### config.mk
export PLATFORM = sky130hd
export DESIGN_NAME = key_region_scanner_flat
export DESIGN_NICKNAME = d
export VERILOG_FILES = /design/src/rtl/key_region_scanner_pkg.sv /design/src/rtl/key_region_scanner_if.sv /design/src/rtl/key_region_scanner_debounce.sv /design/src/rtl/key_region_scanner.sv /design/src/flat_wrapper.sv
export SDC_FILE = /design/constraint.sdc
export NUM_CORES = 1
export LEC_CHECK = 0
export BUFFER_PORTS_ARGS = -buffer_cell sky130_fd_sc_hd__clkbuf_2
export CAP_MARGIN = 25
export CELL_PAD_IN_SITES_DETAIL_PLACEMENT = 1
export CELL_PAD_IN_SITES_GLOBAL_PLACEMENT = 2
export CORE_MARGIN = 2
export CORE_UTILIZATION = 42
export CTS_BUF_LIST = sky130_fd_sc_hd__clkbuf_4
export DETAILED_ROUTE_END_ITERATION = 6
export MAX_ROUTING_LAYER = met4
export PLACE_DENSITY_LB_ADDON = 0.1
export SLEW_MARGIN = 20
export SYNTH_ARGS = -nofsm -noshare
export SYNTH_HDL_FRONTEND = slang
export SYNTH_HIERARCHICAL = 1
export SYNTH_SLANG_ARGS = --single-unit
export TNS_END_PERCENT = 1
### constraint.sdc
create_clock -name clk -period 4.05 [get_ports clk]
set_input_delay 0.81 -clock clk [delete_from_list [all_inputs] [get_ports clk]]
set_output_delay 0.81 -clock clk [all_outputs]
set_load 0.01 [all_outputs]
### src/rtl/key_region_scanner_pkg.sv
// Shared types and helpers for the key region scanner: RGB333 pixel layout,
// the dark-pixel luma sum and the scanner state encoding.
package key_region_scanner_pkg;

  typedef logic [8:0] rgb333_t;

  localparam int unsigned R_LSB = 6;
  localparam int unsigned G_LSB = 3;
  localparam int unsigned B_LSB = 0;

  typedef enum logic [1:0] {
    WAIT_SOF,
    SCAN,
    EMIT
  } scan_state_e;

  // r+g+b of an RGB333 pixel, 0..21
  function automatic logic [4:0] luma_sum(rgb333_t p);
    return 5'(p[R_LSB +: 3]) + 5'(p[G_LSB +: 3]) + 5'(p[B_LSB +: 3]);
  endfunction

endpackage

### src/rtl/key_region_scanner_if.sv
// Pixel stream in / key result out bundle of the key region scanner.
interface key_region_scanner_if #(
  parameter int unsigned NUM_KEYS = 8
);
  import key_region_scanner_pkg::*;

  logic                pix_valid;
  logic                pix_sof;
  rgb333_t             pix_data;
  logic [NUM_KEYS-1:0] key_mask;
  logic                key_valid;
  logic                key_change;
  logic [15:0]         frame_cnt;

  modport master (
    output pix_valid, pix_sof, pix_data,
    input  key_mask, key_valid, key_change, frame_cnt
  );

  modport slave (
    input  pix_valid, pix_sof, pix_data,
    output key_mask, key_valid, key_change, frame_cnt
  );

endinterface

### src/rtl/key_region_scanner_debounce.sv
// Per-key frame debouncer, only built with KEY_DEBOUNCE_EN defined.
// flip_o requests the key to take the raw value after DEB_FRAMES
// consecutive completed frames disagreeing with the current key state.
`ifdef KEY_DEBOUNCE_EN
module key_debounce #(
  parameter int unsigned DEB_FRAMES = 3
) (
  input  logic clk,
  input  logic rst_n,
  input  logic upd_i,
  input  logic raw_i,
  input  logic cur_i,
  output logic flip_o
);

  localparam int unsigned CNT_W = $clog2(DEB_FRAMES + 1);
  localparam logic [CNT_W-1:0] CNT_LAST = CNT_W'(DEB_FRAMES - 1);

  logic [CNT_W-1:0] cnt_q, cnt_d;

  // disagreement counter: cleared by an agreeing frame or by a flip
  always_comb begin
    cnt_d  = cnt_q;
    flip_o = 1'b0;
    if (upd_i) begin
      if (raw_i == cur_i) begin
        cnt_d = '0;
      end else if (cnt_q == CNT_LAST) begin
        cnt_d  = '0;
        flip_o = 1'b1;
      end else begin
        cnt_d = cnt_q + 1'b1;
      end
    end
  end

  // counter register
  always_ff @(posedge clk or negedge rst_n) begin
    if (!rst_n) cnt_q <= '0;
    else        cnt_q <= cnt_d;
  end

endmodule
`endif

### src/rtl/key_region_scanner.sv
// Key region scanner: counts dark pixels per vertical key band inside a
// row window once per frame and reports the pressed-key mask.
// Optional feature macro: KEY_DEBOUNCE_EN (per-key frame debounce).
module key_region_scanner
  import key_region_scanner_pkg::*;
#(
  parameter int unsigned H_RES       = 640,
  parameter int unsigned V_RES       = 480,
  parameter int unsigned NUM_KEYS    = 8,
  parameter int unsigned ROW_TOP     = 400,
  parameter int unsigned ROW_BOT     = 463,
  parameter int unsigned DARK_THRESH = 6,
  parameter int unsigned HIT_COUNT   = 1024,
  parameter int unsigned DEB_FRAMES  = 3
) (
  input  logic                 clk,
  input  logic                 rst,
  key_region_scanner_if.slave  bus
);

  localparam int unsigned BAND_W   = H_RES / NUM_KEYS;
  localparam int unsigned WIN_ROWS = ROW_BOT - ROW_TOP + 1;
  localparam int unsigned X_W      = (H_RES > 1)    ? $clog2(H_RES)    : 1;
  localparam int unsigned Y_W      = (V_RES > 1)    ? $clog2(V_RES)    : 1;
  localparam int unsigned BX_W     = (BAND_W > 1)   ? $clog2(BAND_W)   : 1;
  localparam int unsigned BI_W     = (NUM_KEYS > 1) ? $clog2(NUM_KEYS) : 1;
  localparam int unsigned ACC_W    = $clog2(BAND_W * WIN_ROWS + 1);

  localparam logic [X_W-1:0]   X_LAST  = X_W'(H_RES - 1);
  localparam logic [Y_W-1:0]   Y_LAST  = Y_W'(V_RES - 1);
  localparam logic [BX_W-1:0]  BX_LAST = BX_W'(BAND_W - 1);
  localparam logic [Y_W-1:0]   Y_TOP   = Y_W'(ROW_TOP);
  localparam logic [Y_W-1:0]   Y_BOT   = Y_W'(ROW_BOT);
  localparam logic [4:0]       THR     = 5'(DARK_THRESH);
  localparam logic [ACC_W:0]   HIT_V   = (ACC_W + 1)'(HIT_COUNT);

  if (BAND_W * NUM_KEYS != H_RES || DEB_FRAMES < 1) begin : g_bad_cfg
    $error("key_region_scanner: H_RES must split evenly into NUM_KEYS bands");
  end

  scan_state_e state_q, state_d;
  logic [X_W-1:0]  x_q, x_d, cur_x;
  logic [Y_W-1:0]  y_q, y_d, cur_y;
  logic [BX_W-1:0] bx_q, bx_d, cur_bx;
  logic [BI_W-1:0] bi_q, bi_d, cur_bi;
  logic            take, cur_last, cur_win;

  logic            p0_vld_q, p0_first_q, p0_win_q, p0_last_q;
  rgb333_t         p0_pix_q;
  logic [BI_W-1:0] p0_bi_q;
  logic            s1_vld_q, s1_first_q, s1_dark_q, s1_win_q, s1_last_q;
  logic [BI_W-1:0] s1_bi_q;
  logic            done_q;

  logic [ACC_W-1:0]    acc_q [NUM_KEYS];
  logic [ACC_W-1:0]    acc_d [NUM_KEYS];
  logic [NUM_KEYS-1:0] raw, new_mask;
  logic [NUM_KEYS-1:0] key_mask_q;
  logic                key_valid_q, key_change_q;
  logic [15:0]         frame_cnt_q;

  // Position tracking and frame FSM; a sof pixel always restarts at (0,0),
  // which also covers the short-frame restart and sof during EMIT.
  always_comb begin
    state_d  = state_q;
    x_d      = x_q;
    y_d      = y_q;
    bx_d     = bx_q;
    bi_d     = bi_q;
    cur_x    = bus.pix_sof ? '0 : x_q;
    cur_y    = bus.pix_sof ? '0 : y_q;
    cur_bx   = bus.pix_sof ? '0 : bx_q;
    cur_bi   = bus.pix_sof ? '0 : bi_q;
    cur_last = (cur_x == X_LAST) && (cur_y == Y_LAST);
    cur_win  = (cur_y >= Y_TOP) && (cur_y <= Y_BOT);
    take     = bus.pix_valid && (bus.pix_sof || state_q == SCAN);
    if (take) begin
      if (cur_x == X_LAST) begin
        x_d  = '0;
        y_d  = cur_last ? '0 : cur_y + 1'b1;
        bx_d = '0;
        bi_d = '0;
      end else begin
        x_d = cur_x + 1'b1;
        y_d = cur_y;
        if (cur_bx == BX_LAST) begin
          bx_d = '0;
          bi_d = cur_bi + 1'b1;
        end else begin
          bx_d = cur_bx + 1'b1;
          bi_d = cur_bi;
        end
      end
      state_d = cur_last ? EMIT : SCAN;
    end else if (state_q == EMIT && done_q) begin
      state_d = WAIT_SOF;
    end
  end

  // FSM and position registers
  always_ff @(posedge clk or negedge rst) begin
    if (!rst) begin
      state_q <= WAIT_SOF;
      x_q     <= '0;
      y_q     <= '0;
      bx_q    <= '0;
      bi_q    <= '0;
    end else begin
      state_q <= state_d;
      x_q     <= x_d;
      y_q     <= y_d;
      bx_q    <= bx_d;
      bi_q    <= bi_d;
    end
  end

  // Input capture, S1 classification and end-of-frame marker
  always_ff @(posedge clk or negedge rst) begin
    if (!rst) begin
      p0_vld_q   <= 1'b0;
      p0_first_q <= 1'b0;
      p0_pix_q   <= '0;
      p0_bi_q    <= '0;
      p0_win_q   <= 1'b0;
      p0_last_q  <= 1'b0;
      s1_vld_q   <= 1'b0;
      s1_first_q <= 1'b0;
      s1_dark_q  <= 1'b0;
      s1_bi_q    <= '0;
      s1_win_q   <= 1'b0;
      s1_last_q  <= 1'b0;
      done_q     <= 1'b0;
    end else begin
      p0_vld_q   <= take;
      p0_first_q <= take && bus.pix_sof;
      p0_pix_q   <= bus.pix_data;
      p0_bi_q    <= cur_bi;
      p0_win_q   <= cur_win;
      p0_last_q  <= cur_last;
      s1_vld_q   <= p0_vld_q;
      s1_first_q <= p0_first_q;
      s1_dark_q  <= (luma_sum(p0_pix_q) <= THR);
      s1_bi_q    <= p0_bi_q;
      s1_win_q   <= p0_win_q;
      s1_last_q  <= p0_last_q;
      done_q     <= s1_vld_q && s1_last_q;
    end
  end

  // Saturating band accumulators. They are zeroed when a frame's first pixel
  // reaches this stage rather than on abort or emit: that discards any partial
  // frame ahead of it, and since the first pixel of a back-to-back frame
  // arrives no earlier than the compare edge (which reads acc_q), clearing
  // and comparing can never alias.
  always_comb begin
    for (int unsigned k = 0; k < NUM_KEYS; k++) begin
      acc_d[k] = (s1_vld_q && s1_first_q) ? '0 : acc_q[k];
      if (s1_vld_q && s1_dark_q && s1_win_q && (s1_bi_q == BI_W'(k)) && (acc_d[k] != '1))
        acc_d[k] = acc_d[k] + 1'b1;
      raw[k] = ({1'b0, acc_q[k]} >= HIT_V);
    end
  end

  // accumulator registers
  always_ff @(posedge clk or negedge rst) begin
    if (!rst) acc_q <= '{default: '0};
    else      acc_q <= acc_d;
  end

`ifdef KEY_DEBOUNCE_EN
  logic [NUM_KEYS-1:0] flip;

  for (genvar k = 0; k < NUM_KEYS; k++) begin : g_deb
    key_debounce #(.DEB_FRAMES(DEB_FRAMES)) u_deb (
      .clk    (clk),
      .rst_n  (rst),
      .upd_i  (done_q),
      .raw_i  (raw[k]),
      .cur_i  (key_mask_q[k]),
      .flip_o (flip[k])
    );
  end

  assign new_mask = (flip & raw) | (~flip & key_mask_q);
`else
  assign new_mask = raw;
`endif

  // Result registers, updated on the compare edge of each completed frame
  always_ff @(posedge clk or negedge rst) begin
    if (!rst) begin
      key_mask_q   <= '0;
      key_valid_q  <= 1'b0;
      key_change_q <= 1'b0;
      frame_cnt_q  <= '0;
    end else begin
      key_valid_q  <= done_q;
      key_change_q <= done_q && (new_mask != key_mask_q);
      if (done_q) begin
        key_mask_q  <= new_mask;
        frame_cnt_q <= frame_cnt_q + 1'b1;
      end
    end
  end

  assign bus.key_mask   = key_mask_q;
  assign bus.key_valid  = key_valid_q;
  assign bus.key_change = key_change_q;
  assign bus.frame_cnt  = frame_cnt_q;

endmodule

### src/flat_wrapper.sv
// flat-port wrapper written by rule: the top's interface ports become plain ports
module key_region_scanner_flat import key_region_scanner_pkg::*;
#(
  parameter int unsigned H_RES       = 640,
  parameter int unsigned V_RES       = 480,
  parameter int unsigned NUM_KEYS    = 8,
  parameter int unsigned ROW_TOP     = 400,
  parameter int unsigned ROW_BOT     = 463,
  parameter int unsigned DARK_THRESH = 6,
  parameter int unsigned HIT_COUNT   = 1024,
  parameter int unsigned DEB_FRAMES  = 3
)
  (clk, rst, bus_pix_valid, bus_pix_sof, bus_pix_data, bus_key_mask, bus_key_valid, bus_key_change, bus_frame_cnt);
  key_region_scanner_if #(.NUM_KEYS(NUM_KEYS)) bus_i ();
  input  logic clk;
  input  logic rst;
  input wire logic [$bits(bus_i.pix_valid)-1:0] bus_pix_valid;
  input wire logic [$bits(bus_i.pix_sof)-1:0] bus_pix_sof;
  input wire logic [$bits(bus_i.pix_data)-1:0] bus_pix_data;
  output wire logic [$bits(bus_i.key_mask)-1:0] bus_key_mask;
  output wire logic [$bits(bus_i.key_valid)-1:0] bus_key_valid;
  output wire logic [$bits(bus_i.key_change)-1:0] bus_key_change;
  output wire logic [$bits(bus_i.frame_cnt)-1:0] bus_frame_cnt;
  assign bus_i.pix_valid = bus_pix_valid;
  assign bus_i.pix_sof = bus_pix_sof;
  assign bus_i.pix_data = bus_pix_data;
  assign bus_key_mask = bus_i.key_mask;
  assign bus_key_valid = bus_i.key_valid;
  assign bus_key_change = bus_i.key_change;
  assign bus_frame_cnt = bus_i.frame_cnt;
  key_region_scanner #(.H_RES(H_RES), .V_RES(V_RES), .NUM_KEYS(NUM_KEYS), .ROW_TOP(ROW_TOP), .ROW_BOT(ROW_BOT), .DARK_THRESH(DARK_THRESH), .HIT_COUNT(HIT_COUNT), .DEB_FRAMES(DEB_FRAMES)) u_core (.clk(clk), .rst(rst), .bus(bus_i));
endmodule
; Word-level counts from Yosys, hierarchy flattened
; Cells that the tools add are included.
[classes]
n_addsub = 15
order_cmp = 11
n_eq_ne = 21
mux = 30
n_reduce_logical = 29
[ops]
columns = cell, count
row1 = 2-to-1 mux 13 bit, 16
row2 = "adder 13 x 1 -> 13 bit, second input constant", 8
row3 = ">= comparator 13 x 11 -> 1 bit, second input constant", 8
row4 = "!= test 13 bit, second input constant", 8
row5 = 2-to-1 mux 9 bit, 3
row6 = logical AND 1 bit, 26
row7 = 2-to-1 mux 7 bit, 3
row8 = 2-to-1 mux 10 bit, 2
row9 = "adder 16 x 1 -> 16 bit, second input constant", 1
row10 = "== test 3 bit, second input constant", 4
row11 = "adder 10 x 1 -> 10 bit, second input constant", 1
row12 = "== test 10 bit, second input constant", 1
row13 = "adder 9 x 1 -> 9 bit, second input constant", 1
row14 = "== test 9 bit, second input constant", 1
row15 = ">= comparator 9 bit, second input constant", 1
row16 = "<= comparator 9 bit, second input constant", 1
row17 = 2-to-1 mux 3 bit, 3
row18 = != test 8 bit, 1
row19 = "adder 7 x 1 -> 7 bit, second input constant", 1
row20 = "== test 7 bit, second input constant", 1
row21 = "== test 3 x 2 -> 1 bit, second input constant", 2
row22 = 2-to-1 mux 2 bit, 3
row23 = adder 5 x 3 -> 5 bit, 1
row24 = "<= comparator 5 x 3 -> 1 bit, second input constant", 1
row25 = other kinds (8), 8
[totals]
ff_bits = 186
inputBits = 13
output_inout_bits = 26

; Longest topological paths before layout
; Gate-level depths: netlist of the first run.
[depth]
ltp_word = 5
depth_mapped = 13

; Worst setup path after synthesis of the first run
; OpenSTA, ideal clock, no wires.
[synth_path]
path_kind = input to register
startpoint = in bus_pix_sof
endpoint = reg u_core.y_q[7]
setup_time_ps = 124
arrival_time_ps = 3374
required_time_ps = 3926
path_slack_ps = 552
cell_stages = 11
path_buffers = 4
cell_sequence = buf_2 -> buf_2 -> clkbuf_1 -> nor2b_1 -> ha_1 -> nand4b_1 -> or4_4 -> buf_6 -> or4_4 -> nor4bb_1 -> a211o_1
[synth_via]
elab_chain_len = 5
elab_cells_between_ends = 10
classes_between = 1 x add/sub / 2 x eq/ne / 4 x mux / 3 x reduce/logical
[synth_rtl]
columns = item, line
row1 = start: declaration, flat_wrapper.sv:18  ; input wire logic [$bits(bus_i.pix_sof)-1:0] bus_pix_sof;
row2 = branches (longest 5 deep; another with adder 9 x 1 -> 9 bit), n/a
row3 = end signal: assignment, key_region_scanner.sv:111  ; y_q <= y_d;
row4 = end: declaration, key_region_scanner.sv:43  ; logic [Y_W-1:0] y_q, y_d, cur_y;
; Several ways; the timed one is not identified.
; A chain may end at the register's enable or synchronous reset.

==> flow_metrics.py, run 1 <==
metrics = {
    "outcome": {
        "run_status": "finished clean",
    },
    "sta": {
        "period_minus_slack_ps": 3090,
        "finalSetupViolations": 0,
        "setup_tns_ps": 0,
        "finalHoldViolations": 0,
        "fmax_ghz": 0.324,
        "fin_crit_sh_pct": 76.2,
        "relSlewSlack_pct": 35.3,
        "worst_slew_pin_slew_ps": 957,
        "clock_skew_ps": 26.6,
        "rsz0062_at_grt": "false",
        "slew_viol_final": 0,
    },
    "pwr": {
        "leakagePower_nw": 4.58,
        "pwr_density_cell_nw_per_um2": 314,
        "ir_drop_mv": 0.176,
    },
    "cts": {
        "clkTransAtPathRegs_ps": 160,
        "post_cts_buffers": 0,
        "numCtsBuffers": 17,
        "htreeDepth": 4,
        "cts_buffer_depth": 2,
        "holdBufCountCts": 0,
        "cts_tree": "done",
        "cts_resized": 0,
        "cts_root_buffer": "clkbuf_4",
        "clk_latency_ps": 570,
        "cts_sinks": 186,
    },
    "grt": {
        "grt_first_pass_wirelength_um": 37900,
        "grt_use_total_pct": 19.9,
        "grt_pass1_vias": 7589,
        "overflow": 0,
        "grt_max_degree": 118,
        "antenna_found_initial": 0,
    },
    "die": {
        "initial_core_util_pct": 42.9,
        "dieArea_sq_um": 23600,
        "io_pins": 39,
        "dieWidth_um": 154,
        "die_h_um": 154,
        "core_area_sq_um": 21900,
        "num_rows": 54,
    },
    "logic_synthesis": {
        "synth_cells": 953,
        "synth_edf_count": 0,
        "async_flop_share_pct": 100,
        "syn_area_sq_um": 9390,
        "synth_simple_gate_area_share_pct": 23.8,
        "synthAdderAreaFrac_pct": 2.98,
        "synth_mux_area_share_pct": 1.73,
        "synth_flop_cell": "dfrtp_1",
        "synth_xor_area_share_pct": 7.65,
        "ys_warn_count": 6,
        "syn_area_per_cell_sq_um": 9.86,
        "synth_nets": 986,
        "synth_top_family_by_area": "simple AND/OR/NAND/NOR gates",
        "synth-compound-area-share_pct": 11.7,
        "ys_seq_area_share_pct": 49.6,
        "yosysUniqueCellTypes": 59,
        "synth_seq_cells": 186,
    },
    "critical_path": {
        "crit_required_ps": 4530,
        "cp_max_fo": 16,
        "rrSetupSlack_ps": 960,
        "r2r-end": "u_core/acc_q[14]$_DFF_PN0_",
        "cp-start-kind": "flip-flop",
        "r2r_cells": 7,
        "cp_slowest_cell": "dfrtp_1",
        "criticalPathCategory": "reg -> reg",
        "crit_chain": "nand2_2, and2_1, ha_1, and4_1, and3_1, a21oi_1, mux2_2",
        "cp.arrival_ps": 3560,
        "worstPathBufferInverterCount": 0,
        "timing.rr.start": "u_core/s1_vld_q$_DFF_PN0_",
        "cpPeakStageDelay_ps": 600,
        "crit_path_end_kind": "flip-flop",
        "crit_family": "simple AND/OR/NAND/NOR gates",
    },
    "drt": {
        "wl_um": 22200,
        "antenna_left": 0,
        "wl_met3_um": 594,
        "drtIter0Drc": 354,
        "num_vias": 7285,
        "wl_per_cell_um": 17.4,
        "firstDrtPassIters": 4,
        "top_layer": "met4",
        "via_per_inst": 5.70,
        "wl_met1_um": 10600,
        "wl_met2_um": 10900,
        "drc": 0,
    },
    "cells_and_area": {
        "layout_common_cells": "dfrtp_1, nand2_1, nor2_1, xnor2_1, nand3_1",
        "drive_gt1_share_pct": 10.5,
        "instances_no_fill": 1279,
        "fill_cells": 2478,
        "nets": 1019,
        "antenna_cells": 0,
        "area_growth_syn_to_layout_pct": 9.20,
        "mostFrequentLayoutCell": "dfrtp_1",
        "stdcell_area_sq_um": 10300,
    },
    "run": {
        "max_cap_violations": 0,
    },
    "worst_hold_path": {
        "hp-class": "in -> async",
    },
    "placement": {
        "place_area_sq_um": 9900,
        "dp_hpwl_um": 15500,
        "placedCellCount": 1246,
        "gp_congestion": 0.814,
        "port_buffers": 38,
    },
}
## per-stage QoR
stage	util (%)	hold WS, ps	setup slack [ps]	total power [mW]
finish	46.9	109	963	3.22
global route	46.9	60.2	726	3.38
CTS	46.7	269	930	3.29
detailed placement	45.2	337	693	2.10
global placement	45.2	337	810	2.09
floorplan	-	331	552	2.01
## metal layers
layer,GRT usage (%),up-vias
met5,-,-
met4,3.84,0
met3,3.58,9
met2,32.5,84
met1,26.2,3716
li1,-,3476
## registers in the layout, indices dropped and copies added, names as in the netlist, 2 cells and up
name,cells
u_core/acc_q,104
u_core/bi_q,3
u_core/bus.frame_cnt,16
u_core/bus.key_mask,8
u_core/bx_q,7
u_core/p0_bi_q,3
u_core/p0_pix_q,9
u_core/s1_bi_q,3
u_core/state_q,2
u_core/x_q,10
u_core/y_q,9
## cells in the mapped netlist, types with 8 or more instances
cell type  count  area, sq um
o31ai_1        9         67.6
a31oi_1       12         75.1
xnor2_1       50          438
nor2b_1       13         81.3
nand2_1       93          349
xor2_1        32          280
nor4_1        10         62.6
o21a_1        11         82.6
nand4_1       31          194
o211ai_1       8         60.1
mux2_2        10          113
a21oi_1       35          175
dfrtp_1      186         4650
inv_1         20         75.1
clkbuf_1      32          120
ha_1          16          200
o21ai_0       38          190
nand3_1       47          235
and3_1        27          169
nor3_1        33          165
and4_1        18          158
nor2_1        81          304
and2_1        27          169
or3_1         11         68.8
## area by class of cell
| type | instances | area, sq um | area share, % |
|---|---|---|---|
| multi-input combinational | 707 | 4500 | 43.9 |
| timing repair buffer | 53 | 344 | 3.35 |
| clock inverter | 15 | 199 | 1.94 |
| sequential | 186 | 4650 | 45.4 |
| clock buffer | 17 | 128 | 1.24 |
| tap | 280 | 350 | 3.42 |
| inverter | 21 | 78.8 | 0.768 |
## how the worst max path moves through the flow
stage,startpoint,to,slack [ps],cells after the start
after global routing,u_core/s1_vld_q$_DFF_PN0_,u_core/acc_q[79]$_DFF_PN0_,730,8
after CTS,u_core/s1_vld_q$_DFF_PN0_,u_core/acc_q[14]$_DFF_PN0_,930,7
after floorplan,bus_pix_sof,u_core/y_q[7]$_DFFE_PN0P_,550,11
after global placement,bus_pix_sof,u_core/y_q[7]$_DFFE_PN0P_,810,8
final,u_core/s1_vld_q$_DFF_PN0_,u_core/acc_q[14]$_DFF_PN0_,960,7
after detailed placement,bus_pix_sof,u_core/y_q[7]$_DFFE_PN0P_,690,8
## cells by family after synthesis
group | after synthesis
AND/OR/NAND/NOR | 424
flip-flops | 186
AO/OA/AOI/OAI | 166
XOR/XNOR | 82
buffers and inverters | 60
adder cells (fa/ha/maj) | 20
multiplexers | 15
## report_power, final
group	switching [mW]	total, mW	leakage, nW	internal [mW]
registers	0.0245	1.91	2.56	1.88
logic	0.112	0.159	1.86	0.0475
clock network	0.668	1.16	0.167	0.492
No activity file was read; power rests on OpenSTA's default activity.
==> run 2: changes to the inputs <==
CORE_UTILIZATION = 38   (was 42)
clock period = 2.7 ns   (was 4.05 ns; I/O delays follow)
==> run 2 against run 1 <==
  * Hold slack better by 220 ps
  * Via count hardly changed
  * Global-route usage is 1.4 points lower
  * Critical endpoint is now u_core/acc_q[76]$_DFF_PN0_
  * Largest cell class unchanged
==> flow_metrics.py, run 2 (synthesis gave the netlist of run 1 again) <==
metrics = {
    "sta": {
        "period_minus_slack_ps": 2420,
        "finalHoldViolations": 0,
        "rsz0062_at_grt": "false",
        "clock_skew_ps": 34.0,
        "hold_ws_ps": 333,
        "worst_slew_pin_slew_ps": 658,
        "relSlewSlack_pct": 55.8,
        "slew_viol_final": 0,
        "fin_crit_sh_pct": 89.7,
        "finalSetupViolations": 0,
        "fmax_ghz": 0.413,
        "layout_setup_ws_ps": 277,
        "setup_tns_ps": 0,
    },
    "grt": {
        "grt_pass1_vias": 7613,
        "grt_max_degree": 64,
        "grt_first_pass_wirelength_um": 38200,
        "grt_use_total_pct": 18.5,
        "antenna_found_initial": 1,
        "overflow": 0,
    },
    "die": {
        "core_area_sq_um": 24300,
        "die_h_um": 161,
        "num_rows": 57,
        "initial_core_util_pct": 38.6,
        "dieArea_sq_um": 26000,
        "dieWidth_um": 161,
        "io_pins": 39,
    },
    "drt": {
        "drtIter0Drc": 389,
        "drc": 0,
        "antenna_left": 0,
        "wl_met3_um": 412,
        "wl_met1_um": 10900,
        "via_per_inst": 5.36,
        "firstDrtPassIters": 4,
        "wl_per_cell_um": 16.2,
        "num_vias": 7279,
        "top_layer": "met4",
        "wl_um": 22000,
        "wl_met2_um": 10500,
    },
    "placement": {
        "gp_congestion": 0.738,
        "dp_hpwl_um": 15500,
        "port_buffers": 38,
        "place_ws_ps": 89.6,
    },
    "run": {
        "max_cap_violations": 0,
    },
    "pwr": {
        "ir_drop_mv": 0.237,
        "p_sw_mw": 1.28,
        "switching_share_pct": 27.2,
        "finalPower_mw": 4.69,
        "power_frac_seq_pct": 61.0,
        "pwr-share-comb_pct": 5.8,
        "p_clk_share_pct": 33.2,
        "leakagePower_nw": 4.72,
        "internal_power_mw": 3.41,
        "pwr_density_cell_nw_per_um2": 443,
    },
    "cells_and_area": {
        "nets": 1052,
        "largest_reg_flops": 104,
        "regMostFlops": "u_core/acc_q",
        "mostFrequentLayoutCell": "dfrtp_1",
        "drive_gt1_share_pct": 12.8,
        "area_growth_syn_to_layout_pct": 12.5,
        "layout_common_cells": "dfrtp_1, nand2_1, nor2_1, xnor2_1, nand3_1",
        "postLayoutCoreUtil_pct": 43.5,
        "fill_cells": 2798,
    },
    "critical_path": {
        "crit_path_end_kind": "flip-flop",
        "crit_top_cell": "and2_1",
        "cpPeakStageDelay_ps": 430,
        "worstPathBufferInverterCount": 0,
        "crit_chain": "nand2_4, and2_1, ha_1, and2_1, and3_1, a211o_1, or3_1, a21oi_1",
        "cp-start-kind": "flip-flop",
        "timing.rr.start": "u_core/s1_first_q$_DFF_PN0_",
        "cp_slowest_cell": "dfrtp_1",
        "crit_family": "simple AND/OR/NAND/NOR gates",
        "crit_required_ps": 3230,
        "criticalPathCategory": "reg -> reg",
        "cp.arrival_ps": 2950,
        "cp_max_fo": 21,
        "startpoint": "u_core/s1_first_q$_DFF_PN0_",
    },
    "cts": {
        "cts_buffer_depth": 2,
        "clkTransAtPathRegs_ps": 180,
        "cts_root_buffer": "clkbuf_4",
        "htreeDepth": 4,
        "numCtsBuffers": 17,
        "cts_sinks": 186,
        "cts_tree": "done",
        "clk_latency_ps": 580,
    },
    "outcome": {
        "run_status": "finished clean",
    },
    "worst_hold_path": {
        "hold_start": "bus_pix_valid",
        "hp-class": "in -> reg",
    },
}
run 2: cell types whose count changed in the layout (fill, tap and decap cells not counted), sizes merged:
cell / before / now
clkinvlp: 3 / 1
buf: 15 / 38
inv: 22 / 27
bufinv: 4 / 1
diode: 0 / 1
dlygate4sd3: 0 / 10
run 2: repair_timing:
item	in CTS	in global routing
endpoints found under the setup margin	0	8
hold buffers	10	0
gates resized for setup	0	2
hold endpoints to repair	68	0
setup buffers	0	1
run 2: worst paths after layout:
| check | to | slack [ps] | depth (start not counted) |
|---|---|---|---|
| setup / recovery | u_core/acc_q[76]$_DFF_PN0_ | 280 | 8 |
| hold / removal | u_core/y_q[8]$_DFFE_PN0P_ | 330 | 3 |
| setup reg to reg | u_core/acc_q[76]$_DFF_PN0_ | 280 | 8 |
| hold reg to reg | u_core/s1_vld_q$_DFF_PN0_ | 370 | 0 |
| max in group asynchronous | u_core/bx_q[1]$_DFFE_PN0P_ | 1540 | 3 |
| min in group asynchronous | u_core/acc_q[22]$_DFF_PN0_ | 480 | 2 |
run 2: cell type report:
class | instances | area, sq um | area share, %
clock buffers | 17 | 128 | 1.21
diodes | 1 | 2.50 | 0.0237
flip-flops and latches | 186 | 4650 | 44.0
inverters | 21 | 78.8 | 0.746
repair buffers | 86 | 622 | 5.88
clock inverters | 15 | 158 | 1.49
multi-input cells | 707 | 4520 | 42.8
well taps | 324 | 405 | 3.83
run 2: layer usage:
metal / track usage, % / up-vias
met1: 24.4 / 3649
li1: - / 3555
met5: - / -
met4: 3.90 / 0
met3: 2.85 / 15
met2: 30.4 / 60
run 2: metrics by stage:
| stage | std cells | instance area [sq um] |
|---|---|---|
| finish | 1357 | 10600 |
| global route | 1357 | 10600 |
| CTS | 1355 | 10600 |
| detailed placement | 1313 | 10200 |
| global placement | 1313 | 10200 |
| floorplan | 953 | 9430 |
run 2: power groups by stage:
| stage | logic (mW) | registers [mW] | clock network [mW] |
|---|---|---|---|
| final | 0.270 | 2.86 | 1.56 |
| after global routing | 0.309 | 2.87 | 1.75 |
| after CTS | 0.281 | 2.86 | 1.66 |
| after detailed placement | 0.269 | 2.91 | 0 |
| after global placement | 0.262 | 2.91 | 0 |
| after floorplan | 0.125 | 2.90 | 0 |
run 2: tightest hold or removal path, stage by stage:
cell and delay (ps):
clkbuf_2 110, o21ai_0 80, a32o_1 130
==> run 3: changes to the inputs <==
GPL_TIMING_DRIVEN = 0   (was default)
clock period = 2.1 ns   (was 2.7 ns; I/O delays follow)
==> run 3 against run 2 <==
  * The run now ends with setup timing left
  * Utilization increased by 3.1 points
  * Global-route usage increased by 2.4 points
  * Critical path type is now in -> reg
  * Non-clock buffer count increased by 29
  * Combinational power increased by 54%
  * Critical endpoint is now u_core/y_q[7]$_DFFE_PN0P_
  * First-iteration DRC count decreased by 15%
  * Largest power group unchanged
  * Total power increased by 31%
==> flow_metrics.py, run 3 (synthesis gave the netlist of run 1 again) <==
metrics = {
    "die": {
        "dieWidth_um": 161,
        "num_rows": 57,
        "io_pins": 39,
        "die_h_um": 161,
        "core_area_sq_um": 24300,
        "dieArea_sq_um": 26000,
        "initial_core_util_pct": 38.6,
    },
    "critical_path": {
        "crit_path_end_kind": "flip-flop",
        "rrSetupSlack_ps": -350,
        "cp.arrival_ps": 2970,
        "cp-start-kind": "input pin",
        "cp_max_fo": 10,
        "crit_required_ps": 2580,
        "criticalPathCategory": "in -> reg",
    },
    "sta": {
        "setup_tns_ps": -11150,
        "fmax_ghz": 0.402,
        "clock_skew_ps": 34.0,
        "rsz0062_at_grt": "true",
        "fin_crit_sh_pct": 118,
        "layout_setup_ws_ps": -384,
        "slew_viol_final": 0,
        "relSlewSlack_pct": 47.5,
        "hold_ws_ps": 185,
        "finalSetupViolations": 73,
        "period_minus_slack_ps": 2480,
        "worst_slew_pin_slew_ps": 782,
        "finalHoldViolations": 0,
    },
    "drt": {
        "via_per_inst": 5.46,
        "drc": 0,
        "antenna_left": 0,
        "wl_um": 25400,
        "drtIter0Drc": 330,
        "wl_per_cell_um": 18.3,
        "num_vias": 7571,
        "firstDrtPassIters": 6,
    },
    "pwr": {
        "pwr-share-comb_pct": 6.8,
        "power_frac_seq_pct": 59.7,
        "pwr_density_cell_nw_per_um2": 543,
        "ir_drop_mv": 0.268,
        "p_sw_mw": 1.74,
        "leakagePower_nw": 4.87,
        "internal_power_mw": 4.41,
        "finalPower_mw": 6.15,
        "switching_share_pct": 28.2,
        "p_clk_share_pct": 33.5,
    },
    "cells_and_area": {
        "mostFrequentLayoutCell": "dfrtp_1",
        "regMostFlops": "u_core/acc_q",
        "nets": 1081,
        "drive_gt1_share_pct": 20.9,
        "largest_reg_flops": 104,
        "fill_cells": 2736,
        "layout_common_cells": "dfrtp_1, nand2_1, nor2_1, xnor2_1, nand3_1",
        "area_growth_syn_to_layout_pct": 20.7,
    },
    "grt": {
        "overflow": 0,
        "grt_pass1_vias": 7801,
        "grt_max_degree": 86,
        "grt_first_pass_wirelength_um": 42100,
        "grt_use_total_pct": 20.9,
        "antenna_found_initial": 1,
    },
    "cts": {
        "cts_sinks": 186,
        "cts_root_buffer": "clkbuf_4",
        "numCtsBuffers": 17,
        "clkTransAtPathRegs_ps": 170,
        "clk_latency_ps": 580,
        "cts_buffer_depth": 2,
        "htreeDepth": 4,
        "cts_tree": "done",
    },
    "worst_hold_path": {
        "hp-class": "in -> reg",
    },
    "placement": {
        "port_buffers": 38,
        "place_ws_ps": -2050,
        "gp_congestion": 0.760,
        "dp_hpwl_um": 17100,
    },
    "run": {
        "max_cap_violations": 0,
    },
    "outcome": {
        "run_status": "finished with violations",
        "failed_checks": "setup timing",
    },
}
[run 3: cell count changes in the layout (fill, tap and decap cells not counted), sizes merged]
cell	previous run	this run
buf	38	40
clkbuf	55	82
clkinv	7	4
clkinvlp	1	5
inv	27	26
[run 3: critical path, cell delays in order]
cell	delay (ps)
clkbuf_2	130
buf_8	170
buf_6	150
clkbuf_8	170
nor2b_2	110
ha_2	180
nand4b_1	130
or4_4	560
buf_8	140
or4_4	410
nor4bb_1	140
a211o_1	230
[run 3: path summary, 6_finish.rpt]
kind / startpoint / endpoint / depth (start not counted)
max: bus_pix_sof / u_core/y_q[7]$_DFFE_PN0P_ / 12
min: bus_pix_valid / u_core/y_q[8]$_DFFE_PN0P_ / 3
max reg2reg: u_core/x_q[0]$_DFFE_PN0P_ / u_core/y_q[7]$_DFFE_PN0P_ / 8
min reg2reg: u_core/p0_bi_q[2]$_DFF_PN0_ / u_core/s1_bi_q[2]$_DFF_PN0_ / 0
max in group asynchronous: rst / u_core/s1_first_q$_DFF_PN0_ / 3
min in group asynchronous: rst / u_core/acc_q[74]$_DFF_PN0_ / 2
[run 3: final cells by class]
type	count	area [sq um]	area share [%]
multi-input combinational	707	5010	44.2
sequential	186	4660	41.1
timing repair buffer	79	584	5.15
tap	324	405	3.58
buffer	36	305	2.69
clock inverter	15	161	1.42
clock buffer	17	128	1.13
inverter	21	80.1	0.706
antenna	1	2.50	0.0221
[run 3: stage by stage]
| step | instances | area (sq um) | utilization, % |
|---|---|---|---|
| final | 1386 | 11300 | 46.6 |
| after global routing | 1386 | 11300 | 46.6 |
| after CTS | 1382 | 11200 | 46.1 |
| after detailed placement | 1319 | 10100 | 41.7 |
| after global placement | 1315 | 10000 | 41.3 |
| after floorplan | 953 | 9440 | - |
[run 3: what timing repair did]
action	in CTS	in global routing
pin swaps	48	19
hold endpoints to repair	50	0
setup buffers	23	3
cloned	1	0
gates resized for setup	128	36
setup endpoints to repair	135	122
hold buffers	10	0
[run 3: metal layers]
layer	global-route usage, %	routed length (um)
met5	-	0
met4	4.30	250
met3	2.80	569
met2	34.7	12300
met1	27.6	12200
[run 3: power by group through the flow]
stage	Sequential (mW)	Combinational (mW)	Clock (mW)
2_1_floorplan	3.73	0.161	0
6_report	3.67	0.416	2.06
4_1_cts	3.67	0.421	2.16
5_1_grt	3.68	0.470	2.31
3_5_place_dp	3.74	0.355	0
3_3_place_gp	3.74	0.327	0
